$ cat src/rtl/barrel_shift_driver.sv
// rtl/barrel_shift_driver.sv - command front-end that drives a 4-bit barrel shifter and queues its results
//
// Purpose: accepts shift commands (single shift or four-step sweep), drives the shifter
//          pins A0..A3 / S0,S1 from registers, waits SETTLE_CYCLES, samples Y0..Y3 and
//          queues {result, shamt, last} in an OUT_DEPTH-entry output FIFO.
// Ports:   clk, rst                          clock, synchronous active-high reset
//          in_valid/in_ready/in_data/in_shamt/in_sweep   command port
//          A0..A3, S0, S1                    registered shifter drive pins
//          Y0..Y3                            shifter outputs
//          out_valid/out_ready/out_data/out_shamt/out_last   result port (FIFO head)
//          busy                              command in progress
module barrel_shift_driver #(
    parameter int SETTLE_CYCLES = 1,
    parameter int OUT_DEPTH     = 2
) (
    input  logic       clk,
    input  logic       rst,
    input  logic       in_valid,
    output logic       in_ready,
    input  logic [3:0] in_data,
    input  logic [1:0] in_shamt,
    input  logic       in_sweep,
    output logic       A0,
    output logic       A1,
    output logic       A2,
    output logic       A3,
    output logic       S0,
    output logic       S1,
    input  logic       Y0,
    input  logic       Y1,
    input  logic       Y2,
    input  logic       Y3,
    output logic       out_valid,
    input  logic       out_ready,
    output logic [3:0] out_data,
    output logic [1:0] out_shamt,
    output logic       out_last,
    output logic       busy
);
    localparam int CW = (SETTLE_CYCLES > 1) ? $clog2(SETTLE_CYCLES) : 1;
    localparam int PW = (OUT_DEPTH > 1) ? $clog2(OUT_DEPTH) : 1;
    localparam int NW = $clog2(OUT_DEPTH + 1);

    typedef enum logic [1:0] {
        ST_IDLE    = 2'd0,
        ST_DRIVE   = 2'd1,
        ST_CAPTURE = 2'd2
    } state_t;

    state_t        r_state;
    state_t        w_state_next;
    logic [3:0]    r_a;
    logic [1:0]    r_s;
    logic          r_sweep;
    logic [CW-1:0] r_cnt;

    logic [6:0]    r_mem [OUT_DEPTH];
    logic [PW-1:0] r_wr_ptr;
    logic [PW-1:0] r_rd_ptr;
    logic [NW-1:0] r_count;
    logic          r_out_valid;

    logic          w_accept;
    logic          w_push;
    logic          w_pop;
    logic          w_full;
    logic          w_last;
    logic [3:0]    w_y;

    assign w_y      = {Y3, Y2, Y1, Y0};
    assign in_ready = (r_state == ST_IDLE) && !rst;
    assign w_accept = in_valid && in_ready;
    assign w_full   = (r_count >= NW'(OUT_DEPTH));
    assign w_last   = !r_sweep || (r_s == 2'd3);
    assign w_pop    = r_out_valid && out_ready;

    always_comb begin
        w_state_next = r_state;
        w_push       = 1'b0;
        case (r_state)
            ST_IDLE: begin
                if (w_accept) w_state_next = ST_DRIVE;
            end
            ST_DRIVE: begin
                if (r_cnt == CW'(SETTLE_CYCLES - 1)) w_state_next = ST_CAPTURE;
            end
            ST_CAPTURE: begin
                // No full-bypass: a pop this cycle does not free a slot for this push.
                if (!w_full) begin
                    w_push       = 1'b1;
                    w_state_next = w_last ? ST_IDLE : ST_DRIVE;
                end
            end
            default: w_state_next = ST_IDLE;
        endcase
    end

    always_ff @(posedge clk) begin
        if (rst) begin
            r_state     <= ST_IDLE;
            r_a         <= '0;
            r_s         <= '0;
            r_sweep     <= 1'b0;
            r_cnt       <= '0;
            r_wr_ptr    <= '0;
            r_rd_ptr    <= '0;
            r_count     <= '0;
            r_out_valid <= 1'b0;
        end else begin
            r_state <= w_state_next;

            if (r_state == ST_DRIVE && w_state_next == ST_DRIVE) r_cnt <= r_cnt + 1'b1;
            else                                                 r_cnt <= '0;

            if (w_accept) begin
                r_a     <= in_data;
                r_s     <= in_sweep ? 2'd0 : in_shamt;
                r_sweep <= in_sweep;
            end else if (w_push && !w_last) begin
                r_s <= r_s + 2'd1;
            end

            if (w_push) r_wr_ptr <= (r_wr_ptr == PW'(OUT_DEPTH - 1)) ? '0 : r_wr_ptr + 1'b1;
            if (w_pop)  r_rd_ptr <= (r_rd_ptr == PW'(OUT_DEPTH - 1)) ? '0 : r_rd_ptr + 1'b1;
            r_count <= r_count + NW'(w_push) - NW'(w_pop);

            // An entry becomes visible the cycle after it is written, so the head is
            // always an entry that was already present before this edge.
            r_out_valid <= ((r_count - NW'(w_pop)) != '0);
        end
    end

    always_ff @(posedge clk) begin
        if (w_push) r_mem[r_wr_ptr] <= {w_y, r_s, w_last};
    end

    assign {out_data, out_shamt, out_last} = r_out_valid ? r_mem[r_rd_ptr] : 7'd0;
    assign out_valid = r_out_valid;
    assign busy      = (r_state != ST_IDLE);
    assign {A3, A2, A1, A0} = r_a;
    assign {S1, S0}         = r_s;
endmodule

$ cat config.mk
export PLATFORM = sky130hd
export DESIGN_NAME = barrel_shift_driver
export DESIGN_NICKNAME = d
export VERILOG_FILES = /design/src/rtl/barrel_shift_driver.sv
export SDC_FILE = /design/constraint.sdc
export NUM_CORES = 1
export LEC_CHECK = 0
export ABC_AREA = 1
export BUFFER_PORTS_ARGS = -buffer_cell sky130_fd_sc_hd__buf_2
export CAP_MARGIN = 30
export CORE_UTILIZATION = 39
export CTS_CLUSTER_DIAMETER = 40
export DETAILED_ROUTE_END_ITERATION = 8
export MAX_ROUTING_LAYER = met4
export PLACE_DENSITY = 0.73
export SETUP_SLACK_MARGIN = 0.15
export SLEW_MARGIN = 20
export SYNTH_ARGS = -nofsm -noshare
export SYNTH_HDL_FRONTEND = slang
export SYNTH_SLANG_ARGS = --single-unit
$ cat constraint.sdc
create_clock -name clk -period 1.6 [get_ports clk]
set_input_delay 0.08 -clock clk [delete_from_list [all_inputs] [get_ports clk]]
set_output_delay 0.08 -clock clk [all_outputs]
set_load 0.02 [all_outputs]
Word level (Yosys, flattened, before mapping):

Memory sizes are Yosys's and may differ from the RTL's. A register that Yosys moved wholly into a read port is not among the register bits.
Cells that the tools add are included.

* register bits: 15
* memory bits (writable): 14
* input bits: 15
* output and inout bits: 16
* word-level logic and storage cells: 54
* memories kept: 1

Memories
* r_mem: depth 2, bits a word 7, read ports 1, clocked after Yosys merged registers in 1, wr ports 1, line 57 `logic [6:0] r_mem [OUT_DEPTH];`

* add/subtract/negate cells: 7
* $lt $le $gt $ge: 1
* eq/ne operators: 4
* multiplexer cells: 17
* bitwise logic cells: 1
* reduce and logical (&&, ||, !) cells: 14

Operator list (number)
* $mux W2: 6
* $mux W1: 9
* $mux W7: 1
* $pmux W2 S3: 1
* $reduce_bool A2 Y1: 3
* $logic_and A1 B1 Y1: 5
* $eq A2 B1 Y1 const B: 2
* $eq A2 B2 Y1 const B: 2
* $sub A2 B1 Y2: 2
* $add A1 B1 Y1 const B: 3
* $logic_not A1 Y1: 3
* $add A2 B1 Y2: 1
* $add A2 B1 Y2 const B: 1
* $ge A2 B2 Y1 const B: 1
* $logic_not A2 Y1: 1
* $reduce_or A2 Y1: 1
* $logic_or A1 B1 Y1: 1
* $not A1 Y1: 1

Depth between registers and ports, before layout:

Gate-level depths: netlist of the first run.

* depth after elaboration: 9
* gate-level depth with buffers: 9
* mapped depth without buffers: 9

Least setup slack after synthesis of the first run:

No wires, ideal clock.

* kind: register to register
* from: reg r_state[1]
* to: reg r_count[1]
* setup time: 0.121 ns
* data arrival time: 1.441 ns
* required time: 1.479 ns
* setup slack: 0.038 ns
* cell stages (with the launch flop): 10
* path buffers: 0
* clock period less this slack: 1.562 ns
* cells stage by stage: dfxtp_1 inv_2 nor2_4 nand2_1 ha_1 inv_1 ha_1 xnor2_1 o21ai_0 a21oi_1

* longest elaborated chain between the ends: 4

RTL lines
* from (decl): line 50 `state_t r_state;`
* from (signal assigned): line 110 `r_state <= w_state_next;`
* $eq A2 B2 Y1: line 80 `case (r_state)`
* $mux W1: line 80
* $add A2 B1 Y2: line 125 `r_count <= r_count + NW'(w_push) - NW'(w_pop);`
* $sub A2 B1 Y2: line 125
* to (signal assigned): line 125
* to (decl): line 60 `logic [NW-1:0] r_count;`

Every way passes these cells.
A chain may end at the register's enable or synchronous reset.

Final worst setup path of the first run:

Ends and elaborated chain as after synthesis.

==> results of run 1 <==
==> layer usage <==
layer  up-vias  GRT usage (%)  share of wire [%]
li1        535              -                  -
met1       467           15.8                 41
met4         0           5.10                1.2
met3         5           6.55                5.0
met5         -              -                  0
met2        32           30.7                 53
==> worst max-delay path by stage <==
stage,endpoint,cells after the start
2_1_floorplan,r_count[1],9
3_3_place_gp,r_count[1],9
3_5_place_dp,r_count[1],9
4_1_cts,r_count[1],9
5_1_grt,r_count[1],9
6_report,r_count[1],9
==> worst max-delay path, stage by stage, from the launching register on <==
cell	delay [ns]
dfxtp_4	0.37
inv_4	0.04
nor2_4	0.08
nand2_2	0.08
ha_4	0.27
inv_2	0.04
ha_4	0.15
xnor2_2	0.18
o21ai_1	0.09
a21oi_1	0.11
==> final cells by class <==
| cell class | count | area (um2) |
|---|---|---|
| Clock inverter | 2 | 8.76 |
| Inverter | 19 | 73.8 |
| Multi-Input combinational cell | 85 | 489 |
| Fill cell | 274 | 1370 |
| Clock buffer | 6 | 41.3 |
| Sequential cell | 30 | 747 |
| Tap cell | 44 | 55.1 |
| Timing Repair Buffer | 46 | 293 |
==> power by group <==
group | internal, mW | switching, mW
Combinational | 0.0982 | 0.144
Clock | 0.165 | 0.247
Sequential | 0.836 | 0.0260
==> repair_timing <==
item	4_1_cts	5_1_grt
endpoints found under the setup margin	1	9
endpoints found under the hold margin	13	0
hold buffers	9	0
resized for setup	4	6
setup buffers	3	1
gates cloned	0	0
pin swaps	1	4
==> cell families (layout without fill, tap and decap cells) <==
group | after synthesis | in the layout
DFF | 30 | 30
and+or+nand+nor | 63 | 63
buffers and inverters | 21 | 73
adders and majority gates | 3 | 3
xor gates and xnor gates | 2 | 2
AOI/OAI and AO/OA | 16 | 16
other | 1 | 1
==> registers in the layout (all words and copies together), names as in the netlist, named ones only <==
| signal | count |
|---|---|
| r_a | 4 |
| r_count | 2 |
| r_cnt | 1 |
| r_mem | 14 |
| r_wr_ptr | 1 |
| out_valid | 1 |
| r_rd_ptr | 1 |
| r_s | 2 |
| r_sweep | 1 |
| r_state | 2 |
==> placed cells by master (no fill, tap or decap), types with 2 or more instances in the layout <==
master	n
buf_2	30
nor2_1	22
nand2_1	21
inv_1	14
edfxtp_1	14
dfxtp_1	13
o21ai_0	9
dlygate4sd3_1	9
nand3_1	7
buf_4	7
clkbuf_4	5
nor2_4	4
inv_2	4
nor2_2	4
a21oi_1	3
o21ai_1	3
nand2_2	2
ha_4	2
dfxtp_2	2
==> stage by stage <==
stage | hold slack, ns | setup slack (ns) | area, um2 | util [%] | power (mW)
after floorplan | 0.142 | 0.141 | 1280 | - | 1.02
after global placement | 0.274 | 0.104 | 1500 | 48.6 | 1.08
after detailed placement | 0.279 | 0.0203 | 1500 | 48.6 | 1.09
after CTS | 0.00769 | 0.139 | 1670 | 54.4 | 1.52
after global routing | 0.0269 | 0.0451 | 1710 | 55.5 | 1.60
final | 0.0177 | 0.136 | 1710 | 55.5 | 1.52
==> impl_metrics.toml, run 1 <==
[status]
status = "finished clean"

[synthesis]
synth_seq_cells = 30
synth_edf_count = 14
synthArstFlopShare_pct = 0
synthMuxAreaShare_pct = 0
synth_fa_ha_area_share_pct = 2.93
synth_top_family_by_area = "simple AND/OR/NAND/NOR gates"
ys.flop_type = "dfxtp_1"
synth.area.top_cells = "edfxtp_1, dfxtp_1, nand2_1, nor2_1, inv_1"
netlist_instances = 136
synth_warnings = 0
synth_compound_area_share_pct = 6.55
synth_largest_area_cell = "edfxtp_1"
ys_seq_area_share_pct = 57.9
synth_fp_nets = 154
synth_top_area_share_pct = 32.8
synth_xor_area_share_pct = 1.37
synth_most_common_cell = "nand2_1"
syn_area_mm2 = 0.00128
synth-simple-area-share_pct = 24.1
synth_cell_type_count = 22
synth_common_cells = "nand2_1, nor2_1, dfxtp_1, inv_1, edfxtp_1"
syn_area_per_cell_um2 = 9.41

[worst_setup_path]
cp.required_ns = 1.86
path_class = "flop to flop"
cp-start-kind = "flop"
regToRegSetupSlack_ns = 0.14
endpoint_kind = "flop"
reg2reg_to = "r_count[1]"
r2r_cells = 9
arrival_ns = 1.73
reg2reg_from = "r_state[1]"
critical_path.startpoint = "r_state[1]"
cp_max_fo = 2

[routing]
drc = 0
drt-vias-per-instance = 4.48
ant_nets = 0
routed-via-count = 1039
drt-wirelength-per-cell_um = 11.2
wirelength_mm = 2.60
drt_iter0_markers = 31
drt_pass1_iterations = 4

[clocking]
cts.sinks = 30
htree_levels = 2
clock-root-buffer = "clkbuf_4"
cts_inserted_buffers = 5
cts_tree = "built"
cts.clk_slew.worst_paths_ns = 0.08
cts_buffer_depth = 2
clock_latency_ns = 0.33

[worst_hold_path]
worst_hold_path_type = "primary input to flop"
hold_end = "r_count[0]"
worstHoldStart = "rst"
hold_depth = 2

[floorplanning]
num_rows = 20
coreArea_mm2 = 0.00308
num_io_pins = 31
die_area_mm2 = 0.00352
die_h_um = 59.3
die_w_um = 59.3
start_util_pct = 41.6

[layout]
final_cells = 232
antennaDiodeCount = 0
drive_gt1_share_pct = 35.6
nNetsFinal = 205
syn2layout_area_growth_pct = 33.4

[timing]
setup_violations = 0
clock-skew-final_ns = 0.00657
maxSlewViolCount = 0
setup_tns_ns = 0
layout_min_cycle_time_ns = 1.46
hold_viol_final = 0
max_clock_freq_mhz = 683
period_share_pct = 91.5
rsz0062_at_grt = "true"

[run]
maxCapViolCount = 0

[global_route]
grt_pass1_vias = 991
grt_max_degree = 16
grt.overflow.total = 0
grt_pass1_wl_mm = 4.07
antenna_found_initial = 0
gr-usage-all-layers_pct = 16.7

[placement]
dp_hpwl_mm = 1.67
dp_cells = 211
numPortBuffers = 30
place_congestion = 0.722

[power]
static-leakage-power_nw = 0.805
powerDensity_mw_per_mm2 = 887
ir_drop_uv = 641
Power figures use the tool's default switching activity.
==> run 2, diff against run 1 <==
Settings changed: HOLD_SLACK_MARGIN set to 0.06.
==> run 2 against run 1 <==
Register-to-register slack better by 0.02 ns. Setup slack better by 0.018 ns. Clock power about the same. Critical path type unchanged. Die area unchanged. Sequential share of layout area down 0.32 points. Sequential power about the same. Global-route usage down 0.064 points. Largest power group unchanged. Non-clock buffer count up 1. Utilization up 0.41 points. Maximum frequency up 1.2%. Highest routed layer unchanged. Largest cell class unchanged. Critical path depth unchanged. Clock-buffer cell count unchanged.
==> impl_metrics.toml, run 2 (synthesis gave the netlist of run 1 again) <==
[status]
status = "finished clean"

[global_route]
antenna_found_initial = 0
grt_pass1_wl_mm = 4.07
grt.overflow.total = 0
grt_max_degree = 16
gr-usage-all-layers_pct = 16.6
grt_pass1_vias = 996

[routing]
drt_iter0_markers = 36
drt_pass1_iterations = 4
wirelength_mm = 2.59
drc = 0
drt-wirelength-per-cell_um = 11.1
ant_nets = 0
routed-via-count = 1049
drt-vias-per-instance = 4.50

[worst_setup_path]
critical_path.startpoint = "r_state[1]"
reg2reg_from = "r_state[1]"
worstPathCellList = "inv_4 -> nor2_4 -> nand2_2 -> ha_4 -> inv_2 -> ha_4 -> xnor2_2 -> o21ai_1 -> a21oi_1"
slowest_delay_ns = 0.37
cp_max_fo = 2
cp_num_buf_inv = 2
endpoint_kind = "flop"
cp-start-kind = "flop"
crit_family = "adder cells"
cp.required_ns = 1.86
path_class = "flop to flop"
cpMaxStageDelayCell = "dfxtp_4"
cp_common_cell = "ha_4"
arrival_ns = 1.71

[layout]
seq_area_um2 = 747
n_fill_cell = 274
largest_reg_flops = 14
nNetsFinal = 206
regMostFlops = "r_mem"
layout_common_cells = "buf_2, nor2_1, nand2_1"
reg.largest.list = "r_mem: 14 flops, r_a: 4 flops"
drive_gt1_share_pct = 35.4
multi_input_area_um2 = 489
final_common_cell = "buf_2"
antennaDiodeCount = 0
syn2layout_area_growth_pct = 34.4
final_cells = 233

[placement]
place_congestion = 0.722
numPortBuffers = 30
dp_cells = 211
dp_hpwl_mm = 1.67

[floorplanning]
num_io_pins = 31
die_area_mm2 = 0.00352
start_util_pct = 41.6
die_w_um = 59.3
die_h_um = 59.3
num_rows = 20
coreArea_mm2 = 0.00308

[power]
pwr-share-seq_pct = 56.8
p_comb_share_pct = 16.1
powerDensity_mw_per_mm2 = 882
clkPwrFrac_pct = 27.1
p_int_mw = 1.10
ir_drop_uv = 641
p_switching_uw = 417
static-leakage-power_nw = 0.809
swShare_pct = 27.5

[clocking]
cts_buffer_depth = 2
cts_tree = "built"
clock-root-buffer = "clkbuf_4"
clock_latency_ns = 0.33
cts_inserted_buffers = 5
cts.clk_slew.worst_paths_ns = 0.08
cts.sinks = 30
htree_levels = 2

[timing]
clock-skew-final_ns = 0.00601
setup_violations = 0
layout_min_cycle_time_ns = 1.45
rsz0062_at_grt = "true"
period_share_pct = 90.4
max_clock_freq_mhz = 692
setup_tns_ns = 0
hold_viol_final = 0
maxSlewViolCount = 0

[run]
maxCapViolCount = 0

[worst_hold_path]
worstHoldStart = "out_ready"
worst_hold_path_type = "primary input to flop"
run 2: power groups by stage:
stage,combinational [mW],clock [mW],sequential [mW]
final,0.244,0.411,0.862
after global placement,0.204,0,0.878
after CTS,0.237,0.426,0.860
after global routing,0.273,0.457,0.867
after floorplan,0.125,0,0.894
after detailed placement,0.211,0,0.879
run 2: area by class of cell:
| class | instances | share of cell area (%) |
|---|---|---|
| clock buffer | 6 | 2.40 |
| multi-input combinational | 85 | 28.4 |
| clock inverter | 2 | 0.509 |
| sequential | 30 | 43.4 |
| tap | 44 | 3.20 |
| inverter | 19 | 4.44 |
| timing repair buffer | 47 | 17.6 |
run 2: worst paths after layout:
check        slack (ns)  depth (start not counted)          to
max                0.15                          9  r_count[1]
min                0.14                          4    r_rd_ptr
max reg2reg        0.15                          9  r_count[1]
min reg2reg        0.47                          2      r_a[0]
run 2: worst register-to-register path, cell delays in order, from the launching register on:
cell     delay (ns)
dfxtp_4        0.37
inv_4          0.04
nor2_4         0.08
nand2_2        0.08
ha_4           0.27
inv_2          0.04
ha_4           0.15
xnor2_2        0.17
o21ai_1        0.09
a21oi_1        0.10
run 2: repair_timing:
item / CTS / global route
pin swaps: 1 / 5
hold endpoints to repair: 17 / 0
setup endpoints to repair: 1 / 11
hold buffers: 10 / 0
gates resized for setup: 4 / 7
setup buffers: 3 / 1
run 2: routing by layer:
metal | part of all wire [%] | GRT usage, %
met3 | 5.4 | 6.55
met5 | 0 | -
met1 | 41 | 15.9
met4 | 1.2 | 5.10
met2 | 52 | 30.3
run 2: metrics by stage:
stage	worst slack, ns	util (%)	cell area (um2)	power (mW)	hold slack (ns)
final	0.154	55.9	1720	1.52	0.140
after CTS	0.139	54.7	1680	1.52	0.120
after global routing	0.0566	55.9	1720	1.60	0.150
after detailed placement	0.0203	48.6	1500	1.09	0.279
after floorplan	0.141	-	1280	1.02	0.142
after global placement	0.104	48.6	1500	1.08	0.274
